--- config.mk ---
export PLATFORM = sky130hd
export DESIGN_NAME = rgb_led_fader_flat
export DESIGN_NICKNAME = d
export VERILOG_FILES = /design/src/rtl/rgb_led_fader_pkg.sv /design/src/rtl/rgb_led_fader_if.sv /design/src/rtl/rgb_led_fader_channel.sv /design/src/rtl/rgb_led_fader.sv /design/src/flat_wrapper.sv
export SDC_FILE = /design/constraint.sdc
export NUM_CORES = 1
export LEC_CHECK = 0
export ABC_CLOCK_PERIOD_IN_PS = 3550
export BUFFER_PORTS_ARGS = -buffer_cell sky130_fd_sc_hd__buf_2
export CORE_UTILIZATION = 50
export DETAILED_ROUTE_END_ITERATION = 10
export PLACE_DENSITY = 0.68
export SLEW_MARGIN = 20
export SYNTH_ARGS = -nofsm -noshare
export SYNTH_HDL_FRONTEND = slang
export SYNTH_HIERARCHICAL = 1
export SYNTH_SLANG_ARGS = --single-unit
--- constraint.sdc ---
create_clock -name clock_12mhz -period 3.55 [get_ports clock_12mhz]
set_clock_uncertainty 0.15 [all_clocks]
set_input_delay 0.355 -clock clock_12mhz [delete_from_list [all_inputs] [get_ports clock_12mhz]]
set_output_delay 0.355 -clock clock_12mhz [all_outputs]
set_load 0.05 [all_outputs]
--- src/rtl/rgb_led_fader_pkg.sv ---
// Shared types and defaults for the RGB LED fader: channel state encoding,
// default sizing and the prescaler width helper.
package rgb_led_fader_pkg;

   typedef enum logic [1:0] {
      OFF  = 2'd0,
      RISE = 2'd1,
      ON   = 2'd2,
      FALL = 2'd3
   } ch_state_t;

   localparam int DEF_PWM_BITS = 8;
   localparam int DEF_RAMP_DIV = 11718;

   // A divide-by-1 prescaler still needs a one-bit counter to stay legal.
   function automatic int ramp_cnt_width(input int div);
      return (div > 1) ? $clog2(div) : 1;
   endfunction

endpackage

--- src/rtl/rgb_led_fader_if.sv ---
// Sequencer-to-fader bundle: per-colour requests and run enable in,
// PWM pin drives, brightness levels and busy flag out.
interface rgb_led_fader_if
   import rgb_led_fader_pkg::*;
#(
   parameter int PWM_BITS = DEF_PWM_BITS
);

   logic                enable;
   logic                req_red;
   logic                req_green;
   logic                req_blue;
   logic                led_red;
   logic                led_green;
   logic                led_blue;
   logic [PWM_BITS-1:0] level_red;
   logic [PWM_BITS-1:0] level_green;
   logic [PWM_BITS-1:0] level_blue;
   logic                busy;

   modport master (
      output enable, req_red, req_green, req_blue,
      input  led_red, led_green, led_blue,
      input  level_red, level_green, level_blue, busy
   );

   modport slave (
      input  enable, req_red, req_green, req_blue,
      output led_red, led_green, led_blue,
      output level_red, level_green, level_blue, busy
   );

endinterface

--- src/rtl/rgb_led_fader_channel.sv ---
// One colour channel: OFF/RISE/ON/FALL state machine with a saturating
// brightness level that moves one step per prescaler tick.
module fade_channel
   import rgb_led_fader_pkg::*;
#(
   parameter int PWM_BITS = DEF_PWM_BITS
) (
   input  logic                clk,
   input  logic                srst,
   input  logic                enable,
   input  logic                step_tick,
   input  logic                req,
   output logic [PWM_BITS-1:0] level,
   output logic                busy
);

   localparam logic [PWM_BITS-1:0] MAX_LEVEL = '1;

   ch_state_t           state_reg, state_next;
   logic [PWM_BITS-1:0] level_reg, level_next;

   // A request edge always takes priority over a coincident step.
   always_comb begin
      state_next = state_reg;
      level_next = level_reg;
      if (enable) begin
         case (state_reg)
            OFF: begin
               level_next = '0;
               if (req) state_next = RISE;
            end
            RISE: begin
               if (!req) begin
                  state_next = FALL;
               end else if (step_tick) begin
                  if (level_reg >= MAX_LEVEL - 1'b1) begin
                     level_next = MAX_LEVEL;
                     state_next = ON;
                  end else begin
                     level_next = level_reg + 1'b1;
                  end
               end
            end
            ON: begin
               level_next = MAX_LEVEL;
               if (!req) state_next = FALL;
            end
            FALL: begin
               if (req) begin
                  state_next = RISE;
               end else if (step_tick) begin
                  if (level_reg <= 1) begin
                     level_next = '0;
                     state_next = OFF;
                  end else begin
                     level_next = level_reg - 1'b1;
                  end
               end
            end
            default: begin
               state_next = OFF;
               level_next = '0;
            end
         endcase
      end
   end

   always_ff @(posedge clk) begin
      if (srst) begin
         state_reg <= OFF;
         level_reg <= '0;
      end else begin
         state_reg <= state_next;
         level_reg <= level_next;
      end
   end

   assign level = level_reg;
   assign busy  = (state_reg == RISE) || (state_reg == FALL);

endmodule

--- src/rtl/rgb_led_fader.sv ---
// RGB LED fader top: shared PWM counter and ramp prescaler, three fade
// channels, registered pin drivers and the aggregate busy flag.
module rgb_led_fader
   import rgb_led_fader_pkg::*;
#(
   parameter int PWM_BITS   = DEF_PWM_BITS,
   parameter int RAMP_DIV   = DEF_RAMP_DIV,
   parameter bit ACTIVE_LOW = 1'b0
) (
   input  logic           clock_12mhz,
   input  logic           reset,
   rgb_led_fader_if.slave bus
);

   localparam logic [PWM_BITS-1:0] MAX_LEVEL = '1;
   localparam logic [PWM_BITS-1:0] PWM_LAST  = MAX_LEVEL - 1'b1;
   localparam int                  DIV_W     = ramp_cnt_width(RAMP_DIV);
   localparam logic [DIV_W-1:0]    DIV_LAST  = DIV_W'(RAMP_DIV - 1);
   localparam logic [2:0]          LED_IDLE  = {3{ACTIVE_LOW}};

   logic [PWM_BITS-1:0] pwm_cnt_reg;
   logic [DIV_W-1:0]    div_cnt_reg;
   logic                step_tick;
   logic [2:0]          req_vec;
   logic [2:0]          ch_busy;
   logic [2:0]          cmp_on;
   logic [2:0]          led_reg;
   logic [PWM_BITS-1:0] level_arr [3];

   assign step_tick = bus.enable && (div_cnt_reg == DIV_LAST);
   assign req_vec   = {bus.req_blue, bus.req_green, bus.req_red};

   // PWM period is MAX_LEVEL cycles so that MAX_LEVEL compares on every cycle.
   always_ff @(posedge clock_12mhz) begin
      if (reset) begin
         pwm_cnt_reg <= '0;
         div_cnt_reg <= '0;
      end else if (bus.enable) begin
         pwm_cnt_reg <= (pwm_cnt_reg == PWM_LAST) ? '0 : pwm_cnt_reg + 1'b1;
         div_cnt_reg <= step_tick ? '0 : div_cnt_reg + 1'b1;
      end
   end

   generate
      for (genvar gi = 0; gi < 3; gi++) begin : g_ch
         fade_channel #(
            .PWM_BITS (PWM_BITS)
         ) u_ch (
            .clk       (clock_12mhz),
            .srst      (reset),
            .enable    (bus.enable),
            .step_tick (step_tick),
            .req       (req_vec[gi]),
            .level     (level_arr[gi]),
            .busy      (ch_busy[gi])
         );

         assign cmp_on[gi] = level_arr[gi] > pwm_cnt_reg;
      end
   endgenerate

   always_ff @(posedge clock_12mhz) begin
      if (reset || !bus.enable) begin
         led_reg <= LED_IDLE;
      end else begin
         led_reg <= cmp_on ^ LED_IDLE;
      end
   end

   assign bus.led_red     = led_reg[0];
   assign bus.led_green   = led_reg[1];
   assign bus.led_blue    = led_reg[2];
   assign bus.level_red   = level_arr[0];
   assign bus.level_green = level_arr[1];
   assign bus.level_blue  = level_arr[2];
   assign bus.busy        = |ch_busy;

endmodule

--- src/flat_wrapper.sv ---
// flat-port wrapper written by rule: the top's interface ports become plain ports
module rgb_led_fader_flat import rgb_led_fader_pkg::*;
#(
   parameter int PWM_BITS   = DEF_PWM_BITS,
   parameter int RAMP_DIV   = DEF_RAMP_DIV,
   parameter bit ACTIVE_LOW = 1'b0
)
  (clock_12mhz, reset, bus_enable, bus_req_red, bus_req_green, bus_req_blue, bus_led_red, bus_led_green, bus_led_blue, bus_level_red, bus_level_green, bus_level_blue, bus_busy);
  rgb_led_fader_if #(.PWM_BITS(PWM_BITS)) bus_i ();
  input  logic clock_12mhz;
  input  logic reset;
  input wire logic [$bits(bus_i.enable)-1:0] bus_enable;
  input wire logic [$bits(bus_i.req_red)-1:0] bus_req_red;
  input wire logic [$bits(bus_i.req_green)-1:0] bus_req_green;
  input wire logic [$bits(bus_i.req_blue)-1:0] bus_req_blue;
  output wire logic [$bits(bus_i.led_red)-1:0] bus_led_red;
  output wire logic [$bits(bus_i.led_green)-1:0] bus_led_green;
  output wire logic [$bits(bus_i.led_blue)-1:0] bus_led_blue;
  output wire logic [$bits(bus_i.level_red)-1:0] bus_level_red;
  output wire logic [$bits(bus_i.level_green)-1:0] bus_level_green;
  output wire logic [$bits(bus_i.level_blue)-1:0] bus_level_blue;
  output wire logic [$bits(bus_i.busy)-1:0] bus_busy;
  assign bus_i.enable = bus_enable;
  assign bus_i.req_red = bus_req_red;
  assign bus_i.req_green = bus_req_green;
  assign bus_i.req_blue = bus_req_blue;
  assign bus_led_red = bus_i.led_red;
  assign bus_led_green = bus_i.led_green;
  assign bus_led_blue = bus_i.led_blue;
  assign bus_level_red = bus_i.level_red;
  assign bus_level_green = bus_i.level_green;
  assign bus_level_blue = bus_i.level_blue;
  assign bus_busy = bus_i.busy;
  rgb_led_fader #(.PWM_BITS(PWM_BITS), .RAMP_DIV(RAMP_DIV), .ACTIVE_LOW(ACTIVE_LOW)) u_core (.clock_12mhz(clock_12mhz), .reset(reset), .bus(bus_i));
endmodule
==> impl_metrics.py <==
metrics = {
    "status": {
        "outcome": "finished with violations",
        "violations": "design-rule violations",
    },
    "logic_synthesis": {
        "synth_area_leaders": "dfxtp_1 24%, ha_1 15%, xnor2_1 5.0%",
        "synth_cell_types": 56,
        "synth_warnings": 6,
        "syn_area_sq_um": 4573,
        "synth_cells": 542,
        "ys.flop_type": "dfxtp_1",
        "synth.largest_area_cell": "dfxtp_1",
        "syn-num-nets": 603,
        "synth.avg_cell_area_sq_um": 8.438,
        "seq_area_frac_synth_pct": 24.08,
        "ys_ff_latch": 55,
        "synth_top_area_share_pct": 24.08,
        "synth_edf_count": 0,
        "async_flop_share_pct": 0,
    },
    "setup_path": {
        "arrival_ns": 2.91,
        "worstPathRequired_ns": 3.64,
        "cp_max_fo": 14,
        "setup.worst_path.end_class": "flop",
        "start_kind": "flop",
        "crit_type": "flop to flop",
    },
    "drt": {
        "wl_per_cell_um": 16.85,
        "firstDrtPassIters": 8,
        "wl_um": 11440,
        "drtAntennaViolNets": 0,
        "via_per_inst": 6.110,
        "via_count": 4149,
        "route.detailed.drc": 2,
        "drtIter0Drc": 200,
    },
    "clocking": {
        "cts_tree": "built",
        "cts.path.max_buffers": 2,
        "path_clk_slew_ns": 0.10,
        "post_cts.repair.setup_buffers": 0,
        "cts_made_buffers": 5,
        "cts_max_level": 2,
        "cts_hold_buf": 0,
        "clock-sinks": 55,
        "ctsResizeCount": 0,
        "insertion_delay_ns": 0.31,
        "cts_root_buffer": "clkbuf_8",
    },
    "timing": {
        "final.setup.tns_ns": 0,
        "maxSlewHeadroom_pct": 58.85,
        "min_period_ns": 2.819,
        "max_freq_mhz": 354.7,
        "final.period_utilization_pct": 79.41,
        "drv_slew": 0,
        "rsz0062_at_grt": "no",
        "setup_violations": 0,
        "tightest_slew_ns": 0.6173,
        "hold_viol": 0,
    },
    "layout": {
        "nFillCells": 838,
        "regArea_sq_um": 1101,
        "nets": 631,
        "largest_reg_flops": 24,
        "syn_to_final_growth_pct": 6.156,
        "drive_gt1_share_pct": 14.54,
        "multi_input_area_sq_um": 3199,
        "n_antenna_cell": 0,
    },
    "pwr": {
        "p_leak_nw": 1.851,
        "max-vdd-ir-drop_uv": 168.5,
        "power_w": 0.001307,
        "cellPowerDensity_nw_per_um2": 269.2,
    },
    "floorplanning": {
        "dieArea_sq_um": 9533,
        "fp.dieH_um": 97.64,
        "initial_core_util_pct": 51.93,
        "boundaryPins": 34,
        "core_sq_um": 8806,
        "die_x_um": 97.64,
        "core.rowCount": 34,
    },
    "global_route": {
        "grt_usage_pct": 24.27,
        "overflow": 0,
        "antenna_found_initial": 0,
        "grt_pass1_vias": 3967,
        "grt_pass1_wl_um": 18990,
        "grt_max_degree": 32,
    },
    "place": {
        "place.port_buffers": 33,
        "dp_hpwl_um": 8215,
        "globalplace.congestion": 0.8802,
    },
    "flow_run": {
        "maxCapViolations": 0,
    },
    "hold_path": {
        "hp-class": "flop to flop",
    },
}
## per-layer routing
metal	global-route usage (%)	share of wire, %
met5	0	0
met4	9.091	1.6
met3	3.094	4.3
met2	40.92	48
met1	31.54	47
## layout by cell type (no fill, tap or decap), types with 4 or more instances in the layout
cell type | Yosys | layout
a22o_1 | 6 | 6
a21oi_1 | 29 | 29
o31ai_1 | 7 | 7
mux2i_1 | 6 | 6
o211ai_1 | 9 | 9
nor3b_1 | 6 | 6
nor2b_1 | 12 | 12
nor2_1 | 56 | 56
o41ai_2 | 4 | 4
xnor2_1 | 26 | 26
clkbuf_8 | 0 | 5
o22ai_1 | 7 | 7
xor2_1 | 9 | 9
or2_2 | 6 | 6
nand2_1 | 27 | 27
nand4_1 | 13 | 13
or3_1 | 9 | 9
ha_1 | 55 | 55
o21bai_1 | 6 | 6
o21a_1 | 6 | 6
and3_1 | 4 | 4
nor3_1 | 14 | 14
dfxtp_1 | 55 | 55
and4_1 | 6 | 6
a211oi_1 | 4 | 4
nand3_1 | 13 | 13
buf_2 | 2 | 33
inv_1 | 39 | 39
a32oi_1 | 6 | 6
o21ai_0 | 34 | 34
## cells in the mapped netlist, drive strengths merged, types with 7 or more instances
master / instances
buf: 12
o211ai: 9
a21oi: 29
inv: 39
xor2: 9
dfxtp: 55
nor2b: 12
or3: 9
nand2: 27
nand3: 14
xnor2: 26
nor3: 14
nand4: 14
or2: 7
o22ai: 7
ha: 55
o31ai: 10
o21ai: 35
nor2: 56
## worst max-delay path, cell delays in order, from the launching register on
cell and delay (ns):
dfxtp_1 0.41, inv_1 0.08, ha_1 0.17, and4bb_1 0.18
nand3_1 0.13, nor4_2 0.06, buf_4 0.20, a21bo_2 0.22
a32oi_1 0.48, nor2b_1 0.44, o21ai_0 0.15, o21ai_0 0.10
## cell type report
class                      count  share of cell area [%]
tap                          108                   2.784
clock buffer                   6                   1.495
multi-input combinational    433                   65.90
clock inverter                 2                  0.2577
sequential                    55                   22.68
timing repair buffer          36                   3.866
inverter                      39                   3.015
## per-stage QoR
stage / cell area, sq um / util, % / worst slack, ns / cells / hold slack [ns]
CTS: 4855 / 55.13 / 0.8077 / 679 / 0.3551
finish: 4855 / 55.13 / 0.7310 / 679 / 0.3636
detailed placement: 4770 / 54.16 / 0.8326 / 671 / 0.3450
floorplan: 4573 / - / 0.7200 / 542 / 0.2729
global placement: 4770 / 54.16 / 0.8832 / 671 / 0.3260
global route: 4855 / 55.13 / 0.5197 / 679 / 0.3583
## path summary, 6_finish.rpt
path                                        startpoint                      endpoint  slack (ns)  cells past startpoint
worst min register to register  u_core/div_cnt_reg[13]        u_core/div_cnt_reg[13]        0.36                      2
worst min-delay path            u_core/div_cnt_reg[13]        u_core/div_cnt_reg[13]        0.36                      2
worst max-delay path             u_core/div_cnt_reg[1]  u_core/g_ch[1].u_ch/level[3]        0.73                     11
worst max register to register   u_core/div_cnt_reg[1]  u_core/g_ch[1].u_ch/level[3]        0.73                     11
## report_power, final
part	switching, W	total (W)	internal [W]
Sequential	0.0000235	0.000657	0.000633
Clock	0.000210	0.000349	0.000139
Combinational	0.000188	0.000301	0.000113
Total	0.000422	0.00131	0.000885
## cell families after synthesis
kind of cell	after synthesis	synth area share, %
and+or+nand+nor	184	21.64
AOI/OAI and AO/OA	150	24.51
adders and majority gates	55	15.05
DFF	55	24.08
buffers and inverters	54	5.964
xor gates and xnor gates	35	6.703
muxes	9	2.052
Note: power is estimated with default switching activity, not from simulation.
